**src/rtl/pathfinding_pkg.sv**
```systemverilog
// Shared types and constants for the pathfinding result path.
//
// Contents:
//   node_info_t      - 17 x 16-bit node record, x in the most significant field
//   WORDS_PER_NODE   - 16-bit words per record (17)
//   NODE_W           - record width in bits (272)
//   STATUS_*_BIT     - bit positions inside the status word
//   wr_state_e       - state encoding of the path_result_writer FSM
//
// Build option: PATH_WR_CHECKSUM_EN adds the StWriteCsum state.
package pathfinding_pkg;

  localparam int unsigned WORDS_PER_NODE  = 17;
  localparam int unsigned NODE_W          = 272;
  localparam int unsigned WORD_IDX_W      = $clog2(WORDS_PER_NODE);
  localparam int unsigned STATUS_DONE_BIT = 0;
  localparam int unsigned STATUS_OVF_BIT  = 1;

  typedef struct packed {
    logic [15:0] x;
    logic [15:0] y;
    logic [15:0] g_cost;
    logic [15:0] h_cost;
    logic [15:0] f_cost;
    logic [15:0] parent_x;
    logic [15:0] parent_y;
    logic [15:0] flags;
    logic [15:0] heading;
    logic [15:0] child_count;
    logic [15:0] distance_child_zero;
    logic [15:0] distance_child_one;
    logic [15:0] distance_child_two;
    logic [15:0] distance_child_three;
    logic [15:0] distance_child_four;
    logic [15:0] distance_child_five;
    logic [15:0] distance_child_six;
  } node_info_t;

  typedef enum logic [2:0] {
    StIdle,
    StWriteNode,
    StSkip,
    StWriteCount,
    StWriteStatus,
`ifdef PATH_WR_CHECKSUM_EN
    StWriteCsum,
`endif
    StDone
  } wr_state_e;

endpackage

```
**src/rtl/path_result_writer_if.sv**
```systemverilog
// Bundle of the node record stream and the shared-memory write port.
//
// Signals:
//   node_data/node_valid/node_last/node_ready - record handshake from the core
//   address/writedata/write/waitrequest       - word write port into shared memory
//
// Modports:
//   master - the writer (consumes records, drives the memory port)
//   slave  - the environment (produces records, owns the memory)
interface path_result_writer_if #(
  parameter int unsigned ADDR_W = 10
);
  import pathfinding_pkg::*;

  node_info_t        node_data;
  logic              node_valid;
  logic              node_last;
  logic              node_ready;
  logic [ADDR_W-1:0] address;
  logic [15:0]       writedata;
  logic              write;
  logic              waitrequest;

  modport master (
    input  node_data,
    input  node_valid,
    input  node_last,
    output node_ready,
    output address,
    output writedata,
    output write,
    input  waitrequest
  );

  modport slave (
    output node_data,
    output node_valid,
    output node_last,
    input  node_ready,
    input  address,
    input  writedata,
    input  write,
    output waitrequest
  );

endinterface

```
**src/rtl/path_result_writer_node_serializer.sv**
```systemverilog
// Splits one latched node_info record into 16-bit words, most significant first.
//
// Ports:
//   clk, reset  - clock, asynchronous active-low reset
//   load        - capture load_data and restart at word 0
//   load_data   - 272-bit record
//   advance     - step to the next word (ignored once the last word is shown)
//   word        - current 16-bit word
//   index       - current word index 0..16
//   last_word   - current word is word 16
module node_serializer
  import pathfinding_pkg::*;
(
  input  logic                  clk,
  input  logic                  reset,
  input  logic                  load,
  input  logic [NODE_W-1:0]     load_data,
  input  logic                  advance,
  output logic [15:0]           word,
  output logic [WORD_IDX_W-1:0] index,
  output logic                  last_word
);

  logic [NODE_W-1:0]     shift_q;
  logic [WORD_IDX_W-1:0] index_q;

  always_ff @(posedge clk or negedge reset) begin
    if (!reset) begin
      shift_q <= '0;
      index_q <= '0;
    end else if (load) begin
      shift_q <= load_data;
      index_q <= '0;
    end else if (advance && !last_word) begin
      shift_q <= {shift_q[NODE_W-17:0], 16'h0000};
      index_q <= index_q + WORD_IDX_W'(1);
    end
  end

  assign word      = shift_q[NODE_W-1 -: 16];
  assign index     = index_q;
  assign last_word = (index_q == WORD_IDX_W'(WORDS_PER_NODE - 1));

endmodule

```
**src/rtl/path_result_writer.sv**
```systemverilog
// Writes a path of node_info records into HPS-shared memory, then a node-count
// word and a status word, then pulses done_pulse.
//
// Memory layout (word addresses):
//   BASE_ADDR      node count (saturates at MAX_NODES)
//   BASE_ADDR + 1  status {14'b0, overflow, 1'b1}
//   BASE_ADDR + 2  records, 17 words each, record i at BASE_ADDR + 2 + i*17
//
// Ports:
//   clk, reset  - clock, asynchronous active-low reset
//   bus         - record stream in, memory write port out (master modport)
//   busy        - a path is being written
//   overflow    - more than MAX_NODES records offered in the current path
//   done_pulse  - one cycle after the last path word is committed
//
// Build option: PATH_WR_CHECKSUM_EN appends a 16-bit XOR of all stored record
// words at BASE_ADDR + 2 + MAX_NODES*17 after the status word.
module path_result_writer
  import pathfinding_pkg::*;
#(
  parameter int unsigned ADDR_W    = 10,
  parameter int unsigned MAX_NODES = 32,
  parameter int unsigned BASE_ADDR = 0
) (
  input  logic                 clk,
  input  logic                 reset,
  path_result_writer_if.master bus,
  output logic                 busy,
  output logic                 overflow,
  output logic                 done_pulse
);

  localparam int unsigned IDX_W = $clog2(MAX_NODES + 1);

  localparam logic [ADDR_W-1:0] COUNT_ADDR  = ADDR_W'(BASE_ADDR);
  localparam logic [ADDR_W-1:0] STATUS_ADDR = ADDR_W'(BASE_ADDR + 1);
  localparam logic [ADDR_W-1:0] REC_ADDR    = ADDR_W'(BASE_ADDR + 2);
`ifdef PATH_WR_CHECKSUM_EN
  localparam logic [ADDR_W-1:0] CSUM_ADDR   =
      ADDR_W'(BASE_ADDR + 2 + MAX_NODES * WORDS_PER_NODE);
`endif

  wr_state_e         state_q;
  logic [IDX_W-1:0]  node_index_q;
  logic              last_q;
  logic              node_ready_q;
  logic              write_q;
  logic              busy_q;
  logic              overflow_q;
  logic              done_q;
`ifdef PATH_WR_CHECKSUM_EN
  logic [15:0]       csum_q;
`endif

  logic                  accept;
  logic                  ser_advance;
  logic [15:0]           ser_word;
  logic [WORD_IDX_W-1:0] ser_index;
  logic                  ser_last;
  logic [ADDR_W-1:0]     rec_addr;
  logic [15:0]           status_word;

  assign accept      = bus.node_valid && node_ready_q;
  assign ser_advance = (state_q == StWriteNode) && !bus.waitrequest;

  node_serializer u_serializer (
    .clk       (clk),
    .reset     (reset),
    .load      (accept),
    .load_data (bus.node_data),
    .advance   (ser_advance),
    .word      (ser_word),
    .index     (ser_index),
    .last_word (ser_last)
  );

  // node_index_q only changes after the last word of a record, so the record
  // base can be derived from it directly.
  assign rec_addr = REC_ADDR + ADDR_W'(node_index_q) * ADDR_W'(WORDS_PER_NODE)
                  + ADDR_W'(ser_index);

  always_comb begin
    status_word                  = '0;
    status_word[STATUS_DONE_BIT] = 1'b1;
    status_word[STATUS_OVF_BIT]  = overflow_q;
  end

  always_ff @(posedge clk or negedge reset) begin
    if (!reset) begin
      state_q      <= StIdle;
      node_index_q <= '0;
      last_q       <= 1'b0;
      node_ready_q <= 1'b0;
      write_q      <= 1'b0;
      busy_q       <= 1'b0;
      overflow_q   <= 1'b0;
      done_q       <= 1'b0;
`ifdef PATH_WR_CHECKSUM_EN
      csum_q       <= '0;
`endif
    end else begin
      done_q <= 1'b0;
      case (state_q)
        StIdle: begin
          node_ready_q <= 1'b1;
          if (accept) begin
            node_ready_q <= 1'b0;
            last_q       <= bus.node_last;
            busy_q       <= 1'b1;
            // Not busy means this record opens a new path.
            if (!busy_q) begin
              overflow_q <= 1'b0;
`ifdef PATH_WR_CHECKSUM_EN
              csum_q     <= '0;
`endif
            end
            if (node_index_q >= IDX_W'(MAX_NODES)) begin
              state_q <= StSkip;
            end else begin
              state_q <= StWriteNode;
              write_q <= 1'b1;
            end
          end
        end

        StWriteNode: begin
          if (!bus.waitrequest) begin
`ifdef PATH_WR_CHECKSUM_EN
            csum_q <= csum_q ^ ser_word;
`endif
            if (ser_last) begin
              node_index_q <= node_index_q + IDX_W'(1);
              if (last_q) begin
                state_q <= StWriteCount;
              end else begin
                state_q      <= StIdle;
                write_q      <= 1'b0;
                node_ready_q <= 1'b1;
              end
            end
          end
        end

        StSkip: begin
          overflow_q <= 1'b1;
          if (last_q) begin
            state_q <= StWriteCount;
            write_q <= 1'b1;
          end else begin
            state_q      <= StIdle;
            node_ready_q <= 1'b1;
          end
        end

        StWriteCount: begin
          if (!bus.waitrequest) begin
            state_q <= StWriteStatus;
          end
        end

        StWriteStatus: begin
          if (!bus.waitrequest) begin
`ifdef PATH_WR_CHECKSUM_EN
            state_q <= StWriteCsum;
`else
            state_q      <= StDone;
            write_q      <= 1'b0;
            done_q       <= 1'b1;
            busy_q       <= 1'b0;
            node_index_q <= '0;
`endif
          end
        end

`ifdef PATH_WR_CHECKSUM_EN
        StWriteCsum: begin
          if (!bus.waitrequest) begin
            state_q      <= StDone;
            write_q      <= 1'b0;
            done_q       <= 1'b1;
            busy_q       <= 1'b0;
            node_index_q <= '0;
          end
        end
`endif

        StDone: begin
          state_q      <= StIdle;
          node_ready_q <= 1'b1;
        end

        default: begin
          state_q <= StIdle;
        end
      endcase
    end
  end

  // Address and data are pure selects of registered state, so they hold
  // steady for as long as waitrequest stalls the FSM.
  always_comb begin
    bus.address   = '0;
    bus.writedata = '0;
    case (state_q)
      StWriteNode: begin
        bus.address   = rec_addr;
        bus.writedata = ser_word;
      end
      StWriteCount: begin
        bus.address   = COUNT_ADDR;
        bus.writedata = 16'(node_index_q);
      end
      StWriteStatus: begin
        bus.address   = STATUS_ADDR;
        bus.writedata = status_word;
      end
`ifdef PATH_WR_CHECKSUM_EN
      StWriteCsum: begin
        bus.address   = CSUM_ADDR;
        bus.writedata = csum_q;
      end
`endif
      default: begin
        bus.address   = '0;
        bus.writedata = '0;
      end
    endcase
  end

  assign bus.node_ready = node_ready_q;
  assign bus.write      = write_q;
  assign busy           = busy_q;
  assign overflow       = overflow_q;
  assign done_pulse     = done_q;

endmodule

```
**src/flat_wrapper.sv**
```systemverilog
// flat-port wrapper written by rule: the top's interface ports become plain ports
module path_result_writer_flat import pathfinding_pkg::*;
#(
  parameter int unsigned ADDR_W    = 10,
  parameter int unsigned MAX_NODES = 32,
  parameter int unsigned BASE_ADDR = 0
)
  (clk, reset, busy, overflow, done_pulse, bus_node_data, bus_node_valid, bus_node_last, bus_node_ready, bus_address, bus_writedata, bus_write, bus_waitrequest);
  path_result_writer_if #(.ADDR_W(ADDR_W)) bus_i ();
  input  logic clk;
  input  logic reset;
  output logic busy;
  output logic overflow;
  output logic done_pulse;
  input wire logic [$bits(bus_i.node_data)-1:0] bus_node_data;
  input wire logic [$bits(bus_i.node_valid)-1:0] bus_node_valid;
  input wire logic [$bits(bus_i.node_last)-1:0] bus_node_last;
  output wire logic [$bits(bus_i.node_ready)-1:0] bus_node_ready;
  output wire logic [$bits(bus_i.address)-1:0] bus_address;
  output wire logic [$bits(bus_i.writedata)-1:0] bus_writedata;
  output wire logic [$bits(bus_i.write)-1:0] bus_write;
  input wire logic [$bits(bus_i.waitrequest)-1:0] bus_waitrequest;
  assign bus_i.node_data = bus_node_data;
  assign bus_i.node_valid = bus_node_valid;
  assign bus_i.node_last = bus_node_last;
  assign bus_node_ready = bus_i.node_ready;
  assign bus_address = bus_i.address;
  assign bus_writedata = bus_i.writedata;
  assign bus_write = bus_i.write;
  assign bus_i.waitrequest = bus_waitrequest;
  path_result_writer #(.ADDR_W(ADDR_W), .MAX_NODES(MAX_NODES), .BASE_ADDR(BASE_ADDR)) u_core (.clk(clk), .reset(reset), .bus(bus_i), .busy(busy), .overflow(overflow), .done_pulse(done_pulse));
endmodule
```
**config.mk**
```make
export PLATFORM = sky130hd
export DESIGN_NAME = path_result_writer_flat
export DESIGN_NICKNAME = d
export VERILOG_FILES = /design/src/rtl/pathfinding_pkg.sv /design/src/rtl/path_result_writer_if.sv /design/src/rtl/path_result_writer_node_serializer.sv /design/src/rtl/path_result_writer.sv /design/src/flat_wrapper.sv
export SDC_FILE = /design/constraint.sdc
export NUM_CORES = 1
export LEC_CHECK = 0
export CAP_MARGIN = 20
export CELL_PAD_IN_SITES_DETAIL_PLACEMENT = 0
export CELL_PAD_IN_SITES_GLOBAL_PLACEMENT = 2
export CORE_MARGIN = 4
export CORE_UTILIZATION = 33
export CTS_BUF_LIST = sky130_fd_sc_hd__clkbuf_8
export DETAILED_ROUTE_END_ITERATION = 8
export HOLD_SLACK_MARGIN = 0.03
export MAX_ROUTING_LAYER = met4
export PLACE_DENSITY = 0.94
export SLEW_MARGIN = 5
export SYNTH_ARGS = -nofsm -noshare
export SYNTH_HDL_FRONTEND = slang
export SYNTH_SLANG_ARGS = --single-unit
```
**constraint.sdc**
```tcl
create_clock -name clk -period 7.35 [get_ports clk]
set_clock_uncertainty 0.05 [all_clocks]
set_input_delay 0.735 -clock clk [delete_from_list [all_inputs] [get_ports clk]]
set_output_delay 0.735 -clock clk [all_outputs]
set_load 0.005 [all_outputs]
```
* Yosys cells after proc, flatten, opt, wreduce, memory -nomap -nowiden *
Cells that the tools add are included.

word-level totals
  register bits after elaboration = 292
  latch bits = 0
  bits in writable memories = 0
  memory bits (read-only) = 0
  input bits = 277
  output and inout bits = 31
  word-level logic and storage cells = 88
  memories = 0

cells by class
  add/sub/neg operators = 4
  multiply operators = 1
  div/mod/pow operators = 0
  $lt $le $gt $ge = 1
  equality and inequality tests = 15
  shifts and indexed selects = 0
  mux-type cells = 38
  bitwise operators = 0
  reduce and logical (&&, ||, !) cells = 19

operators with widths
  operator                 number
  $mux W272                2
  $pmux W16 S3             1
  $pmux W10 S2             1
  $mux W6                  3
  $mux W1                  16
  $mux W3                  5
  $pmux W3 S5              1
  $ne A2 B2 Y1 const B     7
  $pmux W6 S2              1
  $add A10 B5 Y10          1
  $add A2 B10 Y10 const A  1
  $mul A6 B5 Y10 const B   1
  $mux W5                  2
  $reduce_and A3 Y1        3
  $pmux W1 S4              2
  $reduce_and A8 Y1        1
  $reduce_bool A2 Y1       4
  $reduce_bool A4 Y1       2
  $add A6 B1 Y6 const B    1
  $eq A3 B2 Y1 const B     2
  $eq A3 B3 Y1 const B     2
  $ge A6 B6 Y1 const B     1
  $add A5 B1 Y5 const B    1
  $eq A5 B5 Y1 const B     1
  other kinds (10)         16

* Longest topological paths before layout *
  depth after elaboration = 5
  gate-level depth with buffers = 11
  gate-level depth less buffers = 11

* Modules after synthesis *
A second synthesis with hierarchy kept.

second synthesis, totals
  cells, all modules = 1751
  area, all modules = 15557.4 um^2

modules (own cells, without submodules)
  module              instances  cells each  area each (um^2)
  node_serializer     1          1567        13935.9
  path_result_writer  1          184         1621.6

* Worst setup path after synthesis *
OpenSTA, ideal clock, no wires.

  path kind = register -> output
  start point = reg u_core.node_index_q[2]
  end point = out bus_address[8]
  data arrival time = 2.596 ns
  setup slack = 3.969 ns
  stages on the path, launching flop included = 12
  path buffers = 0
  cells stage by stage = dfrtp_1 -> ha_1 -> inv_1 -> fa_1 -> inv_1 -> ha_1 -> inv_1 -> fa_1 -> nor2b_1 -> o31a_1 -> or4_1 -> nand3_1

between the ends
  longest elaborated chain between the ends = 4

RTL lines
  what                    line                       RTL
  start, declared         path_result_writer.sv:44   logic [IDX_W-1:0] node_index_q;
  start signal, assigned  path_result_writer.sv:132  node_index_q <= node_index_q + IDX_W'(1);
  $mul A6 B5 Y10          path_result_writer.sv:79   assign rec_addr = REC_ADDR + ADDR_W'(node_index_q) * ADDR_W'(WORDS_PER_NODE)
  $add A2 B10 Y10         path_result_writer.sv:79
  $add A10 B5 Y10         path_result_writer.sv:80   + ADDR_W'(ser_index);
  $pmux W10 S2            path_result_writer.sv:204  case (state_q)
  end, declared           flat_wrapper.sv:19         output wire logic [$bits(bus_i.address)-1:0] bus_address;

No other way between the ends.

* Worst setup path in the final report *
Same ends and word-level chain as after synthesis.

==> results.md <==
* I/O pin count at between 300 and 400
* Largest net degree at the start of global routing at 230
* Resized Gates After CTS at 0
* Final Instance Area at around 19000 µm²
* Post-synthesis sequential area ratio at ~50%
* Total congestion overflow at 0
* CP Buf/Inv Count at 4
* Dpl hpwl at 30400 µm
* Crit path max fanout at 6
* DR pass1 iterations at 5
* Synthesized area at between 10000 and 15000 µm²
* Antenna viol nets, final at 0
* Post-CTS Setup Inserts at 0
* Yosys reg bits at ~300
* Worst IR Drop VDD at around 150 µV
* Setup violators final at 0
* Clock-pin slew on the worst setup and hold paths at about 0.06 ns
* RR Endpoint: u_core.u_serializer.shift_q[152]
* Ys flop type: dfrtp_1
* Die ar. at roughly 46000 µm²
* Diode count at 0
* Fmax at roughly 0.21 GHz
* Final hold slack at ~0.094 ns
* Detailed Route WL at between 40000 and 50000 µm
* Vert. Die Dim at 216 µm
* Max layer used: met4
* Share of cells above drive strength 1 at 4.83%
* CP max stage delay at 0.53 ns
* DRC viols at 0
* Worst Reg-to-Reg Cells at 6
* Setup TNS at 0 ns
* H-tree depth at 2
* Initial antenna violation count at 0
* Period utilization at roughly 64%
* Avg Cell Area, Syn at about 8.4 µm²
* Final slew viol count at 0
* DIE WIDTH at 216 µm
* Tmin final at 4.69 ns
* Final GP Congestion at approximately 0.81
* Worst path required time at 6.57 ns
* Status: finished, final reports clean
* Core area at roughly 42000 µm²
* Most common cell after layout, fill and taps aside: nand3_1
* Hold Buf Count CTS at 0
* Placed Cells at 2399
* Post-synth EDFFs at 0
* Crit start category: register
* CTS tree: yes
* Worst Tran Pin Value at 1.05 ns
* Via/cell ratio at ~5.4
* Tot Pwr at roughly 6.8 mW
* Vias in the first global route at 13500
* Routed len/inst at ~19 µm
* Crit end category: output pin
* Row count at 75
* DP Area at between 15000 and 20000 µm²
* Fin util at a little over two fifths
* Number of DRC markers in iteration 0 at 1339
* Mapped Nets at 1996
* Detailed-route via count at 13400
* Port Buf Inserts at around 300
* Critical Path, Cell by Cell: ha_1 -> inv_1 -> fa_1 -> inv_1 -> ha_1 -> inv_1 -> fa_1 -> nor2b_1 -> o31a_1 -> or4_1 -> nand3_1 -> clkdlybuf4s50_1
* Clock root buffer: clkbuf_8
* DR WL met2 at 21700 µm
* Layout Nets at around 2200
* Cell count after synthesis at ~1700
* Final non-filler cell total at about 2500
* First-pass GRT wire length at 74000 µm
* Total GRT Usage at about 20%
* Dpl ws at about 3.1 ns
* Cell family with most CP delay: adder cells
* Final hold viol count at 0
* PnR worst setup slack at about 2.7 ns
* Yosys warnings at 0
* Slack of the worst reg-to-reg path at approximately 3.7 ns
* Num Clock Sinks at around 290
* Worst r2r src: u_core.state_q[1]
* Worst rel slew slack at between 30% and 40%
* Met3 WL at about 2500 µm
* M1 WL at roughly 21000 µm
* RSZ-0062 raised after global routing: no
* CTS Buffer Depth at 3
* Clk_lat worst skew at approximately 0.61 ns
* Initial Util at between 30% and 40%
* Area grow syn2layout at 30.6%
* Standby leakage power at 8.22 nW
* CP most frequent cell: inv_1
* Number of max-cap violations at 0
* Power Density at between 300 and 400 nW/µm²
* Hold crit path type: in -> async
* CTS buffer count at 52
* Crit Path Class: reg -> out
* Most frequent cells in the layout: nand3_1 (692), nand2_1 (314), clkdlybuf4s50_1 (306), dfrtp_1 (292), clkbuf_8 (69)
* Slowest-stage cell, CP: fa_1
* WP data arrival at roughly 4 ns
* Async SR Flop Fraction at 100%
* Synth cell types at 47
## where the power goes
part,total [mW],internal [mW],switching [mW],leakage [nW]
sequential,2.88,2.37,0.510,3.60
clock,1.50,0.827,0.671,0.590
combinational,2.39,0.993,1.40,4.03
total,6.77,4.19,2.58,8.22
## state kept, by name, summed over array words and instances, names as in the netlist
signal                       cells
u_core.done_pulse                1
u_core.u_serializer.shift_q    272
u_core.last_q                    1
u_core.state_q                   3
u_core.overflow                  1
u_core.bus.write                 1
u_core.bus.node_ready            1
u_core.u_serializer.index        5
u_core.node_index_q              6
u_core.busy                      1
## cells in the mapped netlist, drive strengths merged (5+ instances only)
cell type	instances	area, µm²
a21oi	8	40.0
a31oi	18	113
and3	13	81.3
buf	53	236
clkbuf	102	383
dfrtp	292	7310
ha	21	263
inv	18	67.6
mux2i	5	50.1
nand2	316	1190
nand2b	5	31.3
nand3	692	3460
nor2	40	150
nor3	7	46.3
o211ai	16	120
o21a	5	37.5
o21ai	25	125
xor2	5	43.8
## cells by family after synthesis
logic type / share of synthesized area (%)
flip-flops: 51.4
multiplexers: 0.510
buffers and inverters: 4.83
AND/OR/NAND/NOR: 36.1
XOR/XNOR: 0.431
adder cells (fa/ha/maj): 2.27
AO/OA/AOI/OAI: 4.49
## final cells by class
class	instances	area [µm²]
Clock inverter	18	73.8
Fill cell	4253	23700
Multi-Input combinational cell	1230	6240
Tap cell	539	674
Clock buffer	69	950
Inverter	18	67.6
Sequential cell	292	7310
Timing Repair Buffer	321	3250
## worst max-delay path by stage
stage / startpoint / endpoint / slack (ns) / depth (start not counted)
after floorplan: u_core.node_index_q[2] / bus_address[8] / 3.97 / 11
after global placement: bus_waitrequest / u_core.u_serializer.shift_q[154] / 3.18 / 7
after detailed placement: bus_waitrequest / u_core.u_serializer.shift_q[140] / 3.08 / 7
after CTS: u_core.node_index_q[2] / bus_address[8] / 2.58 / 12
after global routing: u_core.node_index_q[2] / bus_address[8] / 2.45 / 12
final: u_core.node_index_q[2] / bus_address[8] / 2.66 / 12
## per-layer routing
metal  up-vias  track usage, %
met2       436            30.1
met1      6577            27.8
li1       6352               -
met4         0            5.00
met5         -               -
met3        76            3.61
Power figures use the tool's default switching activity.
